[src/rtl/uart_cmd_tx.sv]
// ----------------------------------------------------------------------------
// uart_cmd_tx : command-frame 8N1 UART transmitter (opcode + 0..4 payload bytes)
// Rev 1.0
// ----------------------------------------------------------------------------
`default_nettype none

module uart_cmd_tx #(
   parameter int CLKS_PER_BIT = 1250,
   parameter int IDLE_BITS    = 0,
   parameter int MAX_BYTES    = 4
) (
   input  logic        clk,
   input  logic        nrst,
   input  logic        start,
   input  logic [7:0]  opcode,
   input  logic [31:0] payload,
   input  logic [2:0]  nbytes,
   output logic        tx,
   output logic        busy,
   output logic        byte_done,
   output logic        done
);

   localparam int TMR_W = (CLKS_PER_BIT > 1) ? $clog2(CLKS_PER_BIT) : 1;
   localparam int GAP_W = (IDLE_BITS > 1) ? $clog2(IDLE_BITS) : 1;
   localparam int CNT_W = (GAP_W > 3) ? GAP_W : 3;

   localparam logic [TMR_W-1:0] BIT_LAST  = TMR_W'(CLKS_PER_BIT - 1);
   localparam logic [CNT_W-1:0] DATA_LAST = CNT_W'(7);
   localparam logic [CNT_W-1:0] GAP_LAST  = CNT_W'((IDLE_BITS > 0) ? IDLE_BITS - 1 : 0);
   localparam logic [2:0]       MAX_N     = 3'(MAX_BYTES);

   typedef enum logic [2:0] {
      S_IDLE  = 3'd0,
      S_START = 3'd1,
      S_DATA  = 3'd2,
      S_STOP  = 3'd3,
      S_GAP   = 3'd4
   } state_t;

   state_t             state, state_n;
   logic [TMR_W-1:0]   timer, timer_n;
   logic [CNT_W-1:0]   cnt, cnt_n;
   logic [7:0]         shreg, shreg_n;
   logic [31:0]        pend, pend_n;
   logic [2:0]         remaining, remaining_n;
   logic               bit_end;

   assign bit_end = (timer == BIT_LAST);

   always_ff @(posedge clk) begin
      if (!nrst) begin
         state     <= S_IDLE;
         timer     <= '0;
         cnt       <= '0;
         shreg     <= '0;
         pend      <= '0;
         remaining <= '0;
      end else begin
         state     <= state_n;
         timer     <= timer_n;
         cnt       <= cnt_n;
         shreg     <= shreg_n;
         pend      <= pend_n;
         remaining <= remaining_n;
      end
   end

   always_comb begin
      state_n     = state;
      timer_n     = bit_end ? '0 : timer + 1'b1;
      cnt_n       = cnt;
      shreg_n     = shreg;
      pend_n      = pend;
      remaining_n = remaining;

      case (state)
         S_IDLE: begin
            timer_n = '0;
            cnt_n   = '0;
            if (start) begin
               state_n     = S_START;
               shreg_n     = opcode;
               pend_n      = payload;
               remaining_n = (nbytes > MAX_N) ? MAX_N : nbytes;
            end
         end

         S_START: begin
            if (bit_end) begin
               state_n = S_DATA;
               cnt_n   = '0;
            end
         end

         S_DATA: begin
            if (bit_end) begin
               shreg_n = shreg >> 1;
               if (cnt == DATA_LAST) begin
                  state_n = S_STOP;
                  cnt_n   = '0;
               end else begin
                  cnt_n = cnt + 1'b1;
               end
            end
         end

         S_STOP: begin
            if (bit_end) begin
               cnt_n = '0;
               if (remaining == 3'd0) begin
                  state_n = S_IDLE;
               end else begin
                  // Next payload byte is pulled from the low end of the latched word.
                  shreg_n     = pend[7:0];
                  pend_n      = pend >> 8;
                  remaining_n = remaining - 1'b1;
                  state_n     = (IDLE_BITS > 0) ? S_GAP : S_START;
               end
            end
         end

         S_GAP: begin
            if (bit_end) begin
               if (cnt == GAP_LAST) begin
                  state_n = S_START;
                  cnt_n   = '0;
               end else begin
                  cnt_n = cnt + 1'b1;
               end
            end
         end

         default: begin
            state_n = S_IDLE;
         end
      endcase
   end

   assign tx        = (state == S_START) ? 1'b0 :
                      (state == S_DATA)  ? shreg[0] : 1'b1;
   assign busy      = (state != S_IDLE);
   assign byte_done = (state == S_STOP) && bit_end;
   assign done      = byte_done && (remaining == 3'd0);

endmodule

`default_nettype wire

[config.mk]
export PLATFORM = sky130hd
export DESIGN_NAME = uart_cmd_tx
export DESIGN_NICKNAME = d
export VERILOG_FILES = /design/src/rtl/uart_cmd_tx.sv
export SDC_FILE = /design/constraint.sdc
export NUM_CORES = 1
export LEC_CHECK = 0
export ABC_AREA = 1
export CORE_ASPECT_RATIO = 0.9
export CORE_MARGIN = 2
export CORE_UTILIZATION = 42
export DETAILED_ROUTE_END_ITERATION = 10
export GPL_TIMING_DRIVEN = 0
export PLACE_DENSITY = 0.73
export SLEW_MARGIN = 40
export SYNTH_ARGS = -nofsm -noshare
export SYNTH_HDL_FRONTEND = slang
export SYNTH_SLANG_ARGS = --single-unit
[constraint.sdc]
create_clock -name clk -period 4.7 [get_ports clk]
set_input_delay 0.705 -clock clk [delete_from_list [all_inputs] [get_ports clk]]
set_output_delay 0.705 -clock clk [all_outputs]
set_load 0.01 [all_outputs]
* Word-level counts from Yosys, hierarchy flattened
Index checks and enable logic that the tools add are counted.
** Word-level totals
- Output and inout bits :: 4
- Bits of input ports :: 46
- Register bits :: 60
** Cells by class
- Bitwise operators :: 1
- Equality and inequality tests :: 15
- Reductions and logical operators :: 15
- Multiplexer cells :: 31
- Add/subtract/negate cells :: 3
- Magnitude comparators :: 1
** Operator list (number)
- 32-bit two-way mux :: 3
- 32-bit case mux with 2 select lines :: 1
- 3-bit two-way mux :: 16
- 8-bit two-way mux :: 4
- 8-bit case mux with 3 select lines :: 1
- 2-bit inequality test (second input constant) :: 8
- 3-bit case mux with 5 select lines :: 1
- 3-bit case mux with 4 select lines :: 1
- 11-bit by 1-bit adder with 11-bit output (second input constant) :: 1
- 11-bit == test (second input constant) :: 1
- 3-bit logical NOT :: 3
- 4-bit AND reduction :: 2
- 7-bit AND reduction :: 1
- 3-bit by 2-bit == test with 1-bit output (second input constant) :: 2
- 3-bit == test (second input constant) :: 2
- 3-bit case mux with 2 select lines :: 1
- 3-bit nonzero test :: 2
- 5-bit AND reduction :: 1
- 4-bit nonzero test :: 1
- 3-bit by 1-bit adder with 3-bit output (second input constant) :: 1
- 3-bit by 1-bit == test with 1-bit output (second input constant) :: 1
- 3-bit > comparator (second input constant) :: 1
- 1-bit two-way mux :: 3
- 3-bit OR reduction :: 1
- 6 further kinds :: 7

* Logic depth before layout (Yosys ltp)
Gate-level depths: netlist of the first run.
- Depth after elaboration :: 4
- Mapped depth :: 10
- Gate-level depth less buffers :: 9

* Least setup slack after synthesis of the first run
Ideal clock, no wire load.
- Kind :: reg-to-output
- Start point :: register timer[0]
- End point :: output port byte_done
- Arrival :: 1051 ps
- Path slack :: 2944 ps
- Stages on the path, launching flop included :: 6
- Path through :: dfxtp_1 > ha_1 > nand3_1 > nor2_4 > inv_1 > nor2_1
** On the way
- Longest elaborated chain between the ends :: 2
** RTL lines
- from (decl) :: line 42 : logic [TMR_W-1:0] timer, timer_n;
- from (signal assigned) :: line 61 : timer <= timer_n;
- 11-bit == test :: line 49 : assign bit_end = (timer == BIT_LAST);
- 1-bit logical AND :: line 143 : assign byte_done = (state == S_STOP) && bit_end;
- to (decl) :: line 20 : output logic byte_done,
Every way passes these cells.

* Final worst setup path of the first run
- Start point :: register state[0]
- End point :: output port byte_done
** On the way
- Longest elaborated chain between the ends :: 2
** RTL lines
- from (decl) :: line 41 : state_t state, state_n;
- from (signal assigned) :: line 60 : state <= state_n;
- 3-bit by 2-bit == test with 1-bit output :: line 143
- 1-bit logical AND :: line 143
Every way passes these cells.

==> impl_results.md, run 1 <==
* Routed len/inst at 12.4 µm
* Pwr Density at 549 mW/mm²
* Yosys top cell by area: dfxtp_1
* Slew Limit Fails at 0
* Cts hold-fix bufs at 0
* Core area at 0.00758 mm²
* Largest stage delay on the critical path at 0.55 ns
* Sequential-to-total area share from yosys stat at 0.357
* Syn. warnings at 0
* Initial Utilization at 0.436
* Clock root buffer: clkbuf_8
* Post-layout min period at 2.71 ns
* HP Class: flop to flop
* Vias in the first global route at 2808
* Largest cells by area after synthesis: dfxtp_1 (36%), nand2_1 (9.2%), nor2_1 (8.4%), mux2i_1 (7.3%), nand3_1 (6.8%)
* Fmax at 369 MHz
* Fin area at 0.00410 mm²
* Antenna-violating nets left at 0
* DRC at 0
* Port bufs at 49
* DIE AREA at around 0.0086 mm²
* I/O pin count at 50
* Post-CTS Setup Repair Bufs at 0
* Total GRT Usage at 0.181
* Final WL at 7310 µm
* Post-Syn Nets at 484
* Period utilization at 0.576
* Post-layout nets at 544
* Slew margin rel. at 0.691
* Area delta synth->final at 23.9%
* CTS sink cnt at 59
* FF-to-FF setup slack at 2.87 ns
* Via density at 4.93
* Pleak at between 1.5 and 2 nW
* Post-route insts no fill at roughly 600
* Total CTS buffers at 9
* Post-Syn Instances at 428
* Mapped Area at 0.00331 mm²
* Via count at 2897
* Crit path kind: flop to output port
* Reg2reg end: shreg[7]
* CTS Buffer Depth at 2
* Synth top area share at 0.357
* Syn Area/Cell at 7.73 µm²
* Reg-to-reg startpoint: state[0]
* Gpl congestion at 0.841
* Wire length of the first global-routing pass at 12500 µm
* CTS H-Tree Depth at 3
* Cell Chain, Critical Path: ha_1, buf_6, inv_4, nor2_1, clkdlybuf4s50_1
* CP arrival at ~2.0 ns
* Post-synthesis cell type count at 34
* Commonest non-fill, non-tap cell in the layout: nand2_1
* Die height at roughly 88 µm
* Hold Path Sink: pend[26]
* Type of destination of the critical path: output port
* Starting DRT DRC Count at ~110
* Antenna violations before repair at 0
* Clock-pin slew on the worst setup and hold paths at ~0.060 ns
* Yosys reg bits at 59
* Worst VDD drop at 0.223 mV
* Slowest-stage cell, CP: clkdlybuf4s50_1
* Placed Instance Area at a little under 0.004 mm²
* Most frequent cells in the layout: nand2_1 (81), nor2_1 (74), dfxtp_1 (59)
* Pre-antenna DRT Iters at 4
* Slew @ Worst Pin at 0.463 ns
* Rows at 30
* Inst Count DP at 573
* GRT overflow at 0
* Largest net degree at the start of global routing at 11
* R2R depth at 9
* Ant. Diodes at 0
* Status: finished clean
* CP Data Required Time at 3.99 ns
* CTS resizes at 0
* CTS tree: done
* Max-Cap Viols at 0
* Endpoints failing setup at 0
* Worst-path fanout max at 10
* Worst Skew at 0.00626 ns
* HPWL Detailed at 5410 µm
* Hold path depth at 2
* Hold_sp: pend[26]
* Chip width at 97.5 µm
* Final core area utilization at 0.540
* # fillers at 736
* Layout cells sized above 1 at 0.163
* Clk Latency, worst-skew pair at 0.34 ns
* Setup_tns at 0 ns
* RSZ-0062 raised after global routing: false
* Worst setup SP type: flop
* Hold Fails Final Rpt at 0
[sequential cells by signal, indices dropped and copies added (netlist names)]
signal,flops
state,2
remaining,3
timer,11
cnt,3
shreg,8
pend,32
[routing by layer]
| layer | up-vias | share of wire | wire [µm] | track usage |
|---|---|---|---|---|
| li1 | 1513 | - | - | - |
| met1 | 1303 | 0.49 | 3550 | 0.231 |
| met2 | 71 | 0.45 | 3300 | 0.296 |
| met3 | 10 | 0.048 | 354 | 0.0479 |
| met4 | 0 | 0.014 | 105 | 0.0694 |
| met5 | - | 0 | 0 | 0 |
[power breakdown]
part	internal, mW	leakage [nW]	switching [mW]	total, mW
logic	0.475	1.09	0.604	1.08
clock network	0.230	0.0953	0.194	0.424
registers	0.655	0.486	0.0922	0.748
[kinds of logic (layout without fill, tap and decap cells)]
kind of cell             count (synthesis)  after routing  synth area share
AO/OA/AOI/OAI                           36             36            0.0579
XOR/XNOR                                 6              6            0.0159
adder cells (fa/ha/maj)                 10             10            0.0378
buffers and inverters                   45            109            0.0844
flip-flops                              59             59             0.357
multiplexers                            24             24            0.0726
AND/OR/NAND/NOR                        248            248             0.374
[cell type report]
| class | count | area [µm²] | share of cell area |
|---|---|---|---|
| Buffer | 20 | 180 | 0.0440 |
| Clock buffer | 13 | 169 | 0.0412 |
| Clock inverter | 2 | 10.0 | 0.00244 |
| Inverter | 25 | 98.8 | 0.0241 |
| Multi-Input combinational cell | 324 | 1850 | 0.451 |
| Sequential cell | 59 | 1180 | 0.288 |
| Tap cell | 96 | 120 | 0.0293 |
| Timing Repair Buffer | 49 | 490 | 0.120 |
[worst max-delay path, delay by kind of cell, from the launching register on]
| family | cells | cell delay, ns |
|---|---|---|
| adders and majority gates | 1 | 0.34 |
| and+or+nand+nor | 1 | 0.12 |
| buffers and inverters | 3 | 0.82 |
| DFF | 1 | 0.39 |
[worst max path at each step]
stage	from	endpoint	slack (ns)
after detailed placement	nrst	pend[28]	2.26
after global routing	timer[0]	done	1.89
after global placement	nrst	pend[28]	2.30
after floorplan	timer[0]	byte_done	2.94
after CTS	state[0]	byte_done	1.95
final	state[0]	byte_done	1.99
[cell usage after synthesis, drive strengths merged]
cell	instances
o21ai	1
nor3	4
xnor2	2
a22oi	2
a31o	1
buf	18
mux2i	24
a21oi	31
dfxtp	59
clkinv	1
nand4	3
nand3	58
inv	24
nor2	92
xor2	4
o21a	1
ha	10
clkbuf	2
or2	3
nand2	88
[through the flow]
step	hold WS [ns]	power (mW)	worst slack, ns
after floorplan	0.451	1.60	2.94
after global placement	0.464	1.81	2.30
after detailed placement	0.474	1.83	2.26
after CTS	0.488	2.27	1.95
after global routing	0.506	2.44	1.89
final	0.484	2.25	1.99
Power figures use the tool's default switching activity.
==> run 2, diff against run 1 <==
- PLACE_DENSITY: 0.73 -> 0.75
- clock period: 4.7 -> 2.4 ns (I/O delays scaled with it)
==> impl_results.md, run 2 (synthesis gave the netlist of run 1 again) <==
* Initial Utilization at 0.436 (unchanged)
* CTS tree: done
* Final WL at 7310 µm (about the same)
* Gpl congestion at 0.801 (-4.8%)
* Post-CTS Setup Repair Bufs at 0 (unchanged)
* CP most frequent cell: inv_1
* Pre-antenna DRT Iters at 4 (unchanged)
* Top flop regs: pend x32, timer x11, shreg x8
* Net Sw Frac at 0.385 (-0.0107)
* Period utilization at 0.944
* DRC at 0 (unchanged)
* Most frequent cells in the layout: nand2_1 (81), nor2_1 (74), dfxtp_1 (58)
* Top cell family by delay on the critical path: buffers and inverters
* Routed len/inst at 12.4 µm (about the same)
* CTS sink cnt at 59 (unchanged)
* Worst slack at placement at 0.313 ns (-1.95 ns)
* Post-layout min period at around 2.3 ns
* CP arrival at 1.90 ns (-0.10 ns)
* Hold path depth at 1 (-1)
* Pwr Density at 1090 mW/mm² (+98%)
* Hold_sp: timer[0]
* Clock-pin slew on the worst setup and hold paths at 0.06 ns (about the same)
* Slew Limit Fails at 0 (unchanged)
* Cts hold-fix bufs at 0 (unchanged)
* Max reg flops at 32 (unchanged)
* GRT overflow at 0 (unchanged)
* Inst Count DP at 573 (unchanged)
* I/O pin count at 50 (unchanged)
* Starting DRT DRC Count at 138 (+31%)
* Endpoints failing setup at 0 (unchanged)
* Crit path kind: flop to output port
* Slew margin rel. at 0.677 (-0.0145)
* Core area at 0.00758 mm² (unchanged)
* Via count at 2907 (+0.35%)
* Sw Pwr at 1.73 mW (+95%)
* Largest stage delay on the critical path at 0.55 ns (about the same)
* Die height at 88.2 µm (unchanged)
* Bufs and invs on worst path at 3 (unchanged)
* Antenna violations before repair at 0 (unchanged)
* Antenna-violating nets left at 0 (unchanged)
* Rows at 30 (unchanged)
* Port bufs at 49 (unchanged)
* DIE AREA at 0.00860 mm² (unchanged)
* Layout cells sized above 1 at 0.167 (+0.00440)
* R2R depth at 9 (unchanged)
* Pleak at 1.68 nW (+0.47%)
* Worst VDD drop at 0.419 mV (+88%)
* Largest net degree at the start of global routing at 11 (unchanged)
* Gate power share at 0.469 (-0.010)
* Hold Path Sink: timer[0]
* Post-layout nets at 544 (unchanged)
* Final worst slack at 0.135 ns (-1.86 ns)
* Chip width at 97.5 µm (unchanged)
* Area delta synth->final at 24.9%
* Total GRT Usage at 0.183 (+0.00249)
* Cell Chain, Critical Path: inv_1, ha_1, nand3_1, nor2_4, inv_1, nor2_1, clkdlybuf4s50_1
* HP Class: flop to flop
* Total CTS buffers at 9 (unchanged)
* Vias in the first global route at 2820 (+0.43%)
* Ant. Diodes at 0 (unchanged)
* Slew @ Worst Pin at 0.485 ns (+0.0217 ns)
* HPWL Detailed at 5560 µm (+2.9%)
* Reg2reg end: shreg[7]
* RSZ-0062 raised after global routing: false
* Reg-to-reg startpoint: state[0]
* Wire length of the first global-routing pass at 12600 µm (+0.39%)
* Worst setup SP type: flop
* Commonest non-fill, non-tap cell in the layout: nand2_1
* Int Pwr at 2.77 mW (+100%)
* Worst-path fanout max at 3 (-7)
* Clk Latency, worst-skew pair at 0.34 ns (about the same)
* CTS Buffer Depth at 2 (unchanged)
* Post-route insts no fill at 587 (-0.17%)
* Status: finished clean
* Fmax at about 440 MHz
* Via density at 4.95 (+0.52%)
* Tot Pwr at 4.50 mW (+100%)
* Flop pwr share at 0.325 (-0.007)
* Type of destination of the critical path: output port
* Clock network power share at 0.205 (+0.017)
* Clock root buffer: clkbuf_8
* Slowest-stage cell, CP: clkdlybuf4s50_1
* Worst Skew at 0.00710 ns (+0.000838 ns)
* Setup_tns at 0 ns (unchanged)
* CTS H-Tree Depth at 3 (unchanged)
* CTS resizes at 0 (unchanged)
* FF-to-FF setup slack at 0.51 ns (-2.36 ns)
* Top reg by flops: pend
* Final core area utilization at 0.545 (+0.00462)
* CP Data Required Time at 2.04 ns (-1.95 ns)
* Max-Cap Viols at 0 (unchanged)
* Hold Fails Final Rpt at 0 (unchanged)
-- run 2: cell types whose count changed in the layout (fill, tap and decap cells not counted), sizes merged --
cell,delta
clkinv,-1
bufinv,+1
clkbuf,-1
-- run 2: worst max-delay path by stage --
stage,start,to,slack [ns],depth (start not counted)
after CTS,state[0],byte_done,0.01,5
after global routing,timer[1],done,0.009,7
after global placement,nrst,pend[29],0.36,4
after detailed placement,nrst,pend[24],0.31,4
final,timer[1],done,0.14,7
after floorplan,state[0],shreg[7],0.84,9
-- run 2: cell type report --
cell class | count | area (µm²)
Buffer | 20 | 180
Clock buffer | 12 | 165
Clock inverter | 2 | 35.0
Fill cell | 709 | 3450
Inverter | 25 | 98.8
Multi-Input combinational cell | 324 | 1860
Sequential cell | 59 | 1180
Tap cell | 96 | 120
Timing Repair Buffer | 49 | 490
-- run 2: worst reg2reg max path: stages (launching register included) --
cell and delay (ns):
dfxtp_1 0.43, inv_1 0.10, ha_1 0.24, nand2_1 0.20, nand2_4 0.10, nor2_2 0.23, buf_2 0.27, nand3_1 0.12
nand2_1 0.07, nor2_1 0.04
-- run 2: power by group through the flow --
stage                     clock network [mW]  registers, mW  logic, mW
final                                  0.924           1.46       2.11
after global routing                    1.00           1.50       2.40
after CTS                              0.946           1.46       2.13
after detailed placement                   0           1.48       2.12
after global placement                     0           1.47       2.07
after floorplan                            0           1.43       1.71
-- run 2: per-layer routing --
layer  global-route usage  wire [µm]  up-vias
li1                     -          -     1516
met4               0.0732        135        0
met2                0.289       3300       63
met3               0.0607        324       14
met1                0.235       3550     1314
met5                    0          0        -
-- run 2: through the flow --
| step | cell area, µm² | hold slack, ns |
|---|---|---|
| after floorplan | 3310 | 0.451 |
| after global placement | 3920 | 0.464 |
| after detailed placement | 3920 | 0.472 |
| after CTS | 4120 | 0.483 |
| after global routing | 4130 | 0.498 |
| final | 4130 | 0.465 |
